File: src/rtl/serial_add_ctrl_if.sv
// -----------------------------------------------------------------------------
// serial_add_ctrl_if
// Request/response bundle between a requesting datapath (master) and the
// bit-serial adder controller (slave).
//
// Parameters:
//   WIDTH     operand/result width in bits (2..64)
// Signals:
//   start     request strobe (master -> slave)
//   a, b      operands, captured on an accepted start (master -> slave)
//   sub       subtract select, only when SERIAL_SUB_EN is defined
//   busy      high while the serial operation runs (slave -> master)
//   done      one-cycle completion pulse (slave -> master)
//   sum       registered result, held until the next completion
//   cout      final carry out of bit WIDTH-1
//   overflow  two's-complement overflow of the result
//
// Optional feature macro: SERIAL_SUB_EN (adds the sub signal).
// -----------------------------------------------------------------------------
interface serial_add_ctrl_if #(
  parameter int WIDTH = 8
);
  logic             start;
  logic [WIDTH-1:0] a;
  logic [WIDTH-1:0] b;
`ifdef SERIAL_SUB_EN
  logic             sub;
`endif
  logic             busy;
  logic             done;
  logic [WIDTH-1:0] sum;
  logic             cout;
  logic             overflow;

  modport master (
`ifdef SERIAL_SUB_EN
    output sub,
`endif
    output start, a, b,
    input  busy, done, sum, cout, overflow
  );

  modport slave (
`ifdef SERIAL_SUB_EN
    input  sub,
`endif
    input  start, a, b,
    output busy, done, sum, cout, overflow
  );
endinterface

File: src/rtl/serial_add_ctrl.sv
// -----------------------------------------------------------------------------
// serial_add_ctrl
// Bit-serial adder controller. On an accepted start the two operands are
// loaded into right-shift registers and a single 1-bit full-adder slice is
// stepped once per clock from LSB to MSB, with the carry held in a flop
// between iterations. The result is published together with a one-cycle
// done pulse; sum/cout/overflow only ever change on the final RUN edge.
//
// Ports:
//   clk   rising-edge clock
//   rst   synchronous, active-high reset
//   bus   serial_add_ctrl_if.slave (start, a, b, [sub], busy, done, sum,
//         cout, overflow)
//
// Optional feature macro: SERIAL_SUB_EN
//   defined   : bus.sub=1 loads ~b and a carry-in of 1, giving a-b
//               (cout=1 means no borrow)
//   undefined : add only, carry-in 0
// -----------------------------------------------------------------------------
module serial_add_ctrl #(
  parameter int WIDTH = 8
) (
  input  logic               clk,
  input  logic               rst,
  serial_add_ctrl_if.slave   bus
);

  localparam int CW = $clog2(WIDTH);

  typedef enum logic [1:0] {
    IDLE = 2'd0,
    RUN  = 2'd1,
    DONE = 2'd2
  } state_t;

  state_t           state_q,    state_d;
  logic [WIDTH-1:0] op_a_q,     op_a_d;
  logic [WIDTH-1:0] op_b_q,     op_b_d;
  logic [WIDTH-1:0] res_q,      res_d;
  logic             carry_q,    carry_d;
  logic [CW-1:0]    cnt_q,      cnt_d;
  logic             busy_q,     busy_d;
  logic             done_q,     done_d;
  logic [WIDTH-1:0] sum_q,      sum_d;
  logic             cout_q,     cout_d;
  logic             overflow_q, overflow_d;

  // The shared full-adder slice: always looks at the current LSBs and carry.
  logic fa_s;
  logic fa_c;

  assign fa_s = op_a_q[0] ^ op_b_q[0] ^ carry_q;
  assign fa_c = (op_a_q[0] & op_b_q[0]) | (op_a_q[0] & carry_q) | (op_b_q[0] & carry_q);

  always_comb begin
    // NOTE: every variable gets a default before the case so no path leaves
    // it unassigned; otherwise synthesis would infer a latch.
    state_d    = state_q;
    op_a_d     = op_a_q;
    op_b_d     = op_b_q;
    res_d      = res_q;
    carry_d    = carry_q;
    cnt_d      = cnt_q;
    busy_d     = busy_q;
    done_d     = 1'b0;
    sum_d      = sum_q;
    cout_d     = cout_q;
    overflow_d = overflow_q;

    unique case (state_q)
      IDLE: begin
        if (bus.start) begin
          op_a_d  = bus.a;
`ifdef SERIAL_SUB_EN
          // a - b == a + ~b + 1: invert B and seed the carry with 1.
          op_b_d  = bus.sub ? ~bus.b : bus.b;
          carry_d = bus.sub;
`else
          op_b_d  = bus.b;
          carry_d = 1'b0;
`endif
          cnt_d   = '0;
          busy_d  = 1'b1;
          state_d = RUN;
        end
      end

      RUN: begin
        res_d   = {fa_s, res_q[WIDTH-1:1]};
        op_a_d  = op_a_q >> 1;
        op_b_d  = op_b_q >> 1;
        carry_d = fa_c;
        cnt_d   = cnt_q + CW'(1);
        if (cnt_q == CW'(WIDTH - 1)) begin
          // Last slice: carry_q is the carry into the MSB, fa_c the carry out.
          sum_d      = {fa_s, res_q[WIDTH-1:1]};
          cout_d     = fa_c;
          overflow_d = fa_c ^ carry_q;
          busy_d     = 1'b0;
          done_d     = 1'b1;
          state_d    = DONE;
        end
      end

      DONE: begin
        state_d = IDLE;
      end

      default: begin
        state_d = IDLE;
        busy_d  = 1'b0;
      end
    endcase
  end

  always_ff @(posedge clk) begin
    // NOTE: non-blocking assignments here so every flop samples the values
    // from before the edge; blocking would chain the shift registers.
    if (rst) begin
      // NOTE: the operand/result shift registers are plain flops, not a RAM,
      // so they are reset along with the control state.
      state_q    <= IDLE;
      op_a_q     <= '0;
      op_b_q     <= '0;
      res_q      <= '0;
      carry_q    <= 1'b0;
      cnt_q      <= '0;
      busy_q     <= 1'b0;
      done_q     <= 1'b0;
      sum_q      <= '0;
      cout_q     <= 1'b0;
      overflow_q <= 1'b0;
    end else begin
      state_q    <= state_d;
      op_a_q     <= op_a_d;
      op_b_q     <= op_b_d;
      res_q      <= res_d;
      carry_q    <= carry_d;
      cnt_q      <= cnt_d;
      busy_q     <= busy_d;
      done_q     <= done_d;
      sum_q      <= sum_d;
      cout_q     <= cout_d;
      overflow_q <= overflow_d;
    end
  end

  assign bus.busy     = busy_q;
  assign bus.done     = done_q;
  assign bus.sum      = sum_q;
  assign bus.cout     = cout_q;
  assign bus.overflow = overflow_q;

endmodule
File: src/flat_wrapper.sv
// flat-port wrapper written by rule: the top's interface ports become plain ports
module serial_add_ctrl_flat 
#(
  parameter int WIDTH = 8
)
  (clk, rst, bus_start, bus_a, bus_b, bus_busy, bus_done, bus_sum, bus_cout, bus_overflow);
  serial_add_ctrl_if #(.WIDTH(WIDTH)) bus_i ();
  input  logic clk;
  input  logic rst;
  input wire logic [$bits(bus_i.start)-1:0] bus_start;
  input wire logic [$bits(bus_i.a)-1:0] bus_a;
  input wire logic [$bits(bus_i.b)-1:0] bus_b;
  output wire logic [$bits(bus_i.busy)-1:0] bus_busy;
  output wire logic [$bits(bus_i.done)-1:0] bus_done;
  output wire logic [$bits(bus_i.sum)-1:0] bus_sum;
  output wire logic [$bits(bus_i.cout)-1:0] bus_cout;
  output wire logic [$bits(bus_i.overflow)-1:0] bus_overflow;
  assign bus_i.start = bus_start;
  assign bus_i.a = bus_a;
  assign bus_i.b = bus_b;
  assign bus_busy = bus_i.busy;
  assign bus_done = bus_i.done;
  assign bus_sum = bus_i.sum;
  assign bus_cout = bus_i.cout;
  assign bus_overflow = bus_i.overflow;
  serial_add_ctrl #(.WIDTH(WIDTH)) u_core (.clk(clk), .rst(rst), .bus(bus_i));
endmodule
File: config.mk
export PLATFORM = sky130hd
export DESIGN_NAME = serial_add_ctrl_flat
export DESIGN_NICKNAME = d
export VERILOG_FILES = /design/src/rtl/serial_add_ctrl_if.sv /design/src/rtl/serial_add_ctrl.sv /design/src/flat_wrapper.sv
export SDC_FILE = /design/constraint.sdc
export NUM_CORES = 1
export LEC_CHECK = 0
export ABC_CLOCK_PERIOD_IN_PS = 2200
export CAP_MARGIN = 20
export CORE_MARGIN = 3
export CORE_UTILIZATION = 53
export CTS_BUF_LIST = sky130_fd_sc_hd__clkbuf_4 sky130_fd_sc_hd__clkbuf_8
export CTS_CLUSTER_DIAMETER = 60
export DETAILED_ROUTE_END_ITERATION = 8
export HOLD_SLACK_MARGIN = 0.06
export PLACE_DENSITY = 0.81
export SYNTH_ARGS = -nofsm -noshare
export SYNTH_HDL_FRONTEND = slang
export SYNTH_SLANG_ARGS = --single-unit
File: constraint.sdc
create_clock -name clk -period 2.2 [get_ports clk]
set_clock_uncertainty 0.2 [all_clocks]
set_input_delay 0.66 -clock clk [delete_from_list [all_inputs] [get_ports clk]]
set_output_delay 0.66 -clock clk [all_outputs]
set_load 0.02 [all_outputs]
==> run summary <==
- **run status** completed
- **Iter 0 DRT Violations** 91
- **Die ar.** 3890 sq um
- **max-slew violation count** 0
- **setup repair after global routing missed its margin** false
- **Data arrival, critical path** 1.29 ns
- **most frequently used cell type in the post-synthesis netlist** sky130_fd_sc_hd__nand2_1
- **count of boundary I/O pins** 31
- **starting density of the core** 0.581
- **clock tree from TritonCTS** yes
- **number of buffers created by CTS** 5
- **register bit total from synthesis** 41
- **launching element type of the critical path** flop
- **global-route track usage on met2** 0.308
- **later-pin clock latency in the skew report** 0.34 ns
- **Post-Synthesis Net Count** 219
- **largest fanout on the critical path** 2
- **most utilized layer in the global route result** met2
- **antenna fix cells** 0
- **Post-CTS Hold Buffers** 0
- **Highest Clock Rate** 0.465 GHz
- **fraction of layout instances using a drive strength above 1** 0.110
- **worst hold-check slack** 0.261 ns
- **number of nets in the finished design** 249
- **pwr dens** 727 nW/um^2
- **number of buffer cells added on primary ports** 30
- **number of buffers inserted to repair setup after CTS** 0
- **Yosys warnings** 0
- **largest stage delay on the critical path** 0.60 ns
- **most frequently used flop master after synthesis** sky130_fd_sc_hd__dfxtp_1
- **cell type contributing the most total cell area after synthesis** sky130_fd_sc_hd__dfxtp_1
- **nature of the critical path endpoint** output pin
- **Commonest cells post-synth** sky130_fd_sc_hd__nand2_1, sky130_fd_sc_hd__dfxtp_1, sky130_fd_sc_hd__nor2_1
- **met1 Use GR** 0.212
- **wire length per cell after detailed routing** 12.1 um
- **PostCTS Resize Cnt** 1
- **post-synthesis instance area** 1680 sq um
- **post-synthesis sequential area ratio** 0.487
- **Cell variety after synth** 28
- **drt first pass iters** 4
- **final weighted congestion of routability-driven global placement** 0.773
- **area of the placeable core** 2900 sq um
- **total count of hold-check failures in the final report** 0
- **crit path cell chain** clkdlybuf4s50_1
- **final-report setup violation count** 0
- **master of the slowest instance on the critical path** sky130_fd_sc_hd__clkdlybuf4s50_1
- **worst voltage drop across the vdd grid** 0.477 mV
- **via count of the first global-routing pass** 1306
- **Global Route Usage Sum** 0.178
- **EDFF count, synth** 0
- **area growth from synthesis to layout** 27.9%
- **min cycle time layout** 2.15 ns
- **met3 demand-to-capacity share in global routing** 0.0414
- **post-route cell area** 2150 sq um
- **total congestion overflow** 0
- **maximum number of pins on one net before global-route repair** 42
- **Critical Setup Path Class** flop to output pin
- **maximum root-to-sink buffer count** 2
- **mean cell area of the mapped netlist** 8.55 sq um
- **Syn Inst Count** 197
- **post-synth top area share** 0.487
- **die width** 62.4 um
- **CTS clock-pin slew for the worst setup and hold paths** 0.13 ns
- **routed vias/inst** 5.27
- **clock net sink count** 41
- **number of maximum-capacitance constraint violations** 0
- **post-synthesis async set-or-reset flop share** 0
- **fraction of the cycle the final worst path needs** 0.977
- **combined buffer and inverter count along the critical path** 1
- **leakage dissipation** 0.860 nW
- **data required time of the worst path** 1.34 ns
- **CTS H-tree lvls** 2
- **ANT nets after route** 0
- **cell family contributing the most delay on the critical path** buffers and inverters
- **clk root buf** sky130_fd_sc_hd__clkbuf_4
- **DR vias** 1424
- **Final HPWL DP** 2.36 mm
- **std cell rows** 19
- **number of antenna violations at the first check in global routing** 0
- **slew of the pin with the lowest slew margin** 0.419 ns
- **Slew HR** 0.720
- **floorplan die height** 62.4 um
- **Worst Hold Class** flop to flop
- **number of filler instances in the final layout** 229
- **Total Routed Length** 3.27 mm
- **post-detailed-route DRC marker count** 0
- **first-pass GRT wire length** 5.69 mm
- **Placed Instance Area** 2040 sq um
- **biggest area contributors in the synthesized netlist** sky130_fd_sc_hd__dfxtp_1, sky130_fd_sc_hd__nand2_1, sky130_fd_sc_hd__a311oi_2
## worst paths after layout
kind                                                      from                              to  slack [ns]  depth (start not counted)
worst max-delay path            u_core.bus.sum[3]$_SDFFE_PP0P_                      bus_sum[3]        0.05                          1
worst min register to register  u_core.bus.sum[1]$_SDFFE_PP0P_  u_core.bus.sum[1]$_SDFFE_PP0P_        0.26                          2
worst max register to register    u_core.cnt_q[0]$_SDFFE_PP0P_  u_core.bus.sum[7]$_SDFFE_PP0P_        0.44                          5
worst min-delay path            u_core.bus.sum[1]$_SDFFE_PP0P_  u_core.bus.sum[1]$_SDFFE_PP0P_        0.26                          2
## final cells by class
class                   instances  area, sq um  share of cell area
repair buffers                 38          394               0.183
inverters                       4         15.0             0.00697
multi-input cells             137          769               0.357
clock buffers                   5         37.5              0.0174
flip-flops and latches         41          821               0.381
well taps                      42         52.6              0.0244
clock inverters                 3         65.1              0.0302
## logic make-up after synthesis
family          count (synthesis)  share of synthesized area
compound gates                 41                      0.201
simple gates                   91                      0.218
xor+xnor                        1                    0.00520
flops                          41                      0.487
buf+inv                        19                     0.0557
fa+ha+maj                       3                     0.0267
mux                             1                    0.00594
## flip-flops by register name (all words and copies together) (netlist names)
signal,flops
u_core.op_b_q,8
u_core.cnt_q,3
u_core.carry_q,1
u_core.op_a_q,8
u_core.bus.done,1
u_core.state_q,2
u_core.bus.busy,1
u_core.bus.overflow,1
u_core.bus.cout,1
u_core.bus.sum,8
u_core.res_q,7
## report_power, final
part	total, W	switching [W]	internal, W
logic	0.000182	0.0000910	0.0000906
registers	0.000796	0.0000205	0.000776
clock network	0.000589	0.000237	0.000352
total	0.00157	0.000349	0.00122
## metal layers
| metal | routed length [um] | share of wire |
|---|---|---|
| met3 | 151 | 0.046 |
| met1 | 1480 | 0.45 |
| met5 | 0 | 0 |
| met2 | 1570 | 0.48 |
| met4 | 63 | 0.019 |
## cell usage in the layout (no fill, tap or decap), types with 4 or more instances in the layout
master	Yosys	layout
sky130_fd_sc_hd__clkbuf_4	0	5
sky130_fd_sc_hd__a21oi_1	16	16
sky130_fd_sc_hd__dfxtp_1	41	41
sky130_fd_sc_hd__nor2_1	26	26
sky130_fd_sc_hd__a311oi_1	5	5
sky130_fd_sc_hd__inv_1	4	4
sky130_fd_sc_hd__buf_4	4	6
sky130_fd_sc_hd__clkdlybuf4s50_1	0	25
sky130_fd_sc_hd__nand2_1	56	56
sky130_fd_sc_hd__dlymetal6s2s_1	0	4
sky130_fd_sc_hd__a311oi_2	9	9
## per-stage QoR
step / setup TNS, ns / utilization / setup WS (ns) / cells / total power, W
5_1_grt: 0 / 0.743 / 0.00476 / 270 / 0.00164
6_report: 0 / 0.743 / 0.0498 / 270 / 0.00157
3_3_place_gp: 0 / 0.704 / 0.0799 / 262 / 0.000986
2_1_floorplan: 0 / - / 0.550 / 197 / 0.000927
3_5_place_dp: -0.0592 / 0.704 / -0.0320 / 262 / 0.000995
4_1_cts: 0 / 0.739 / 0.00985 / 270 / 0.00158
Note: power is estimated with default switching activity, not from simulation.
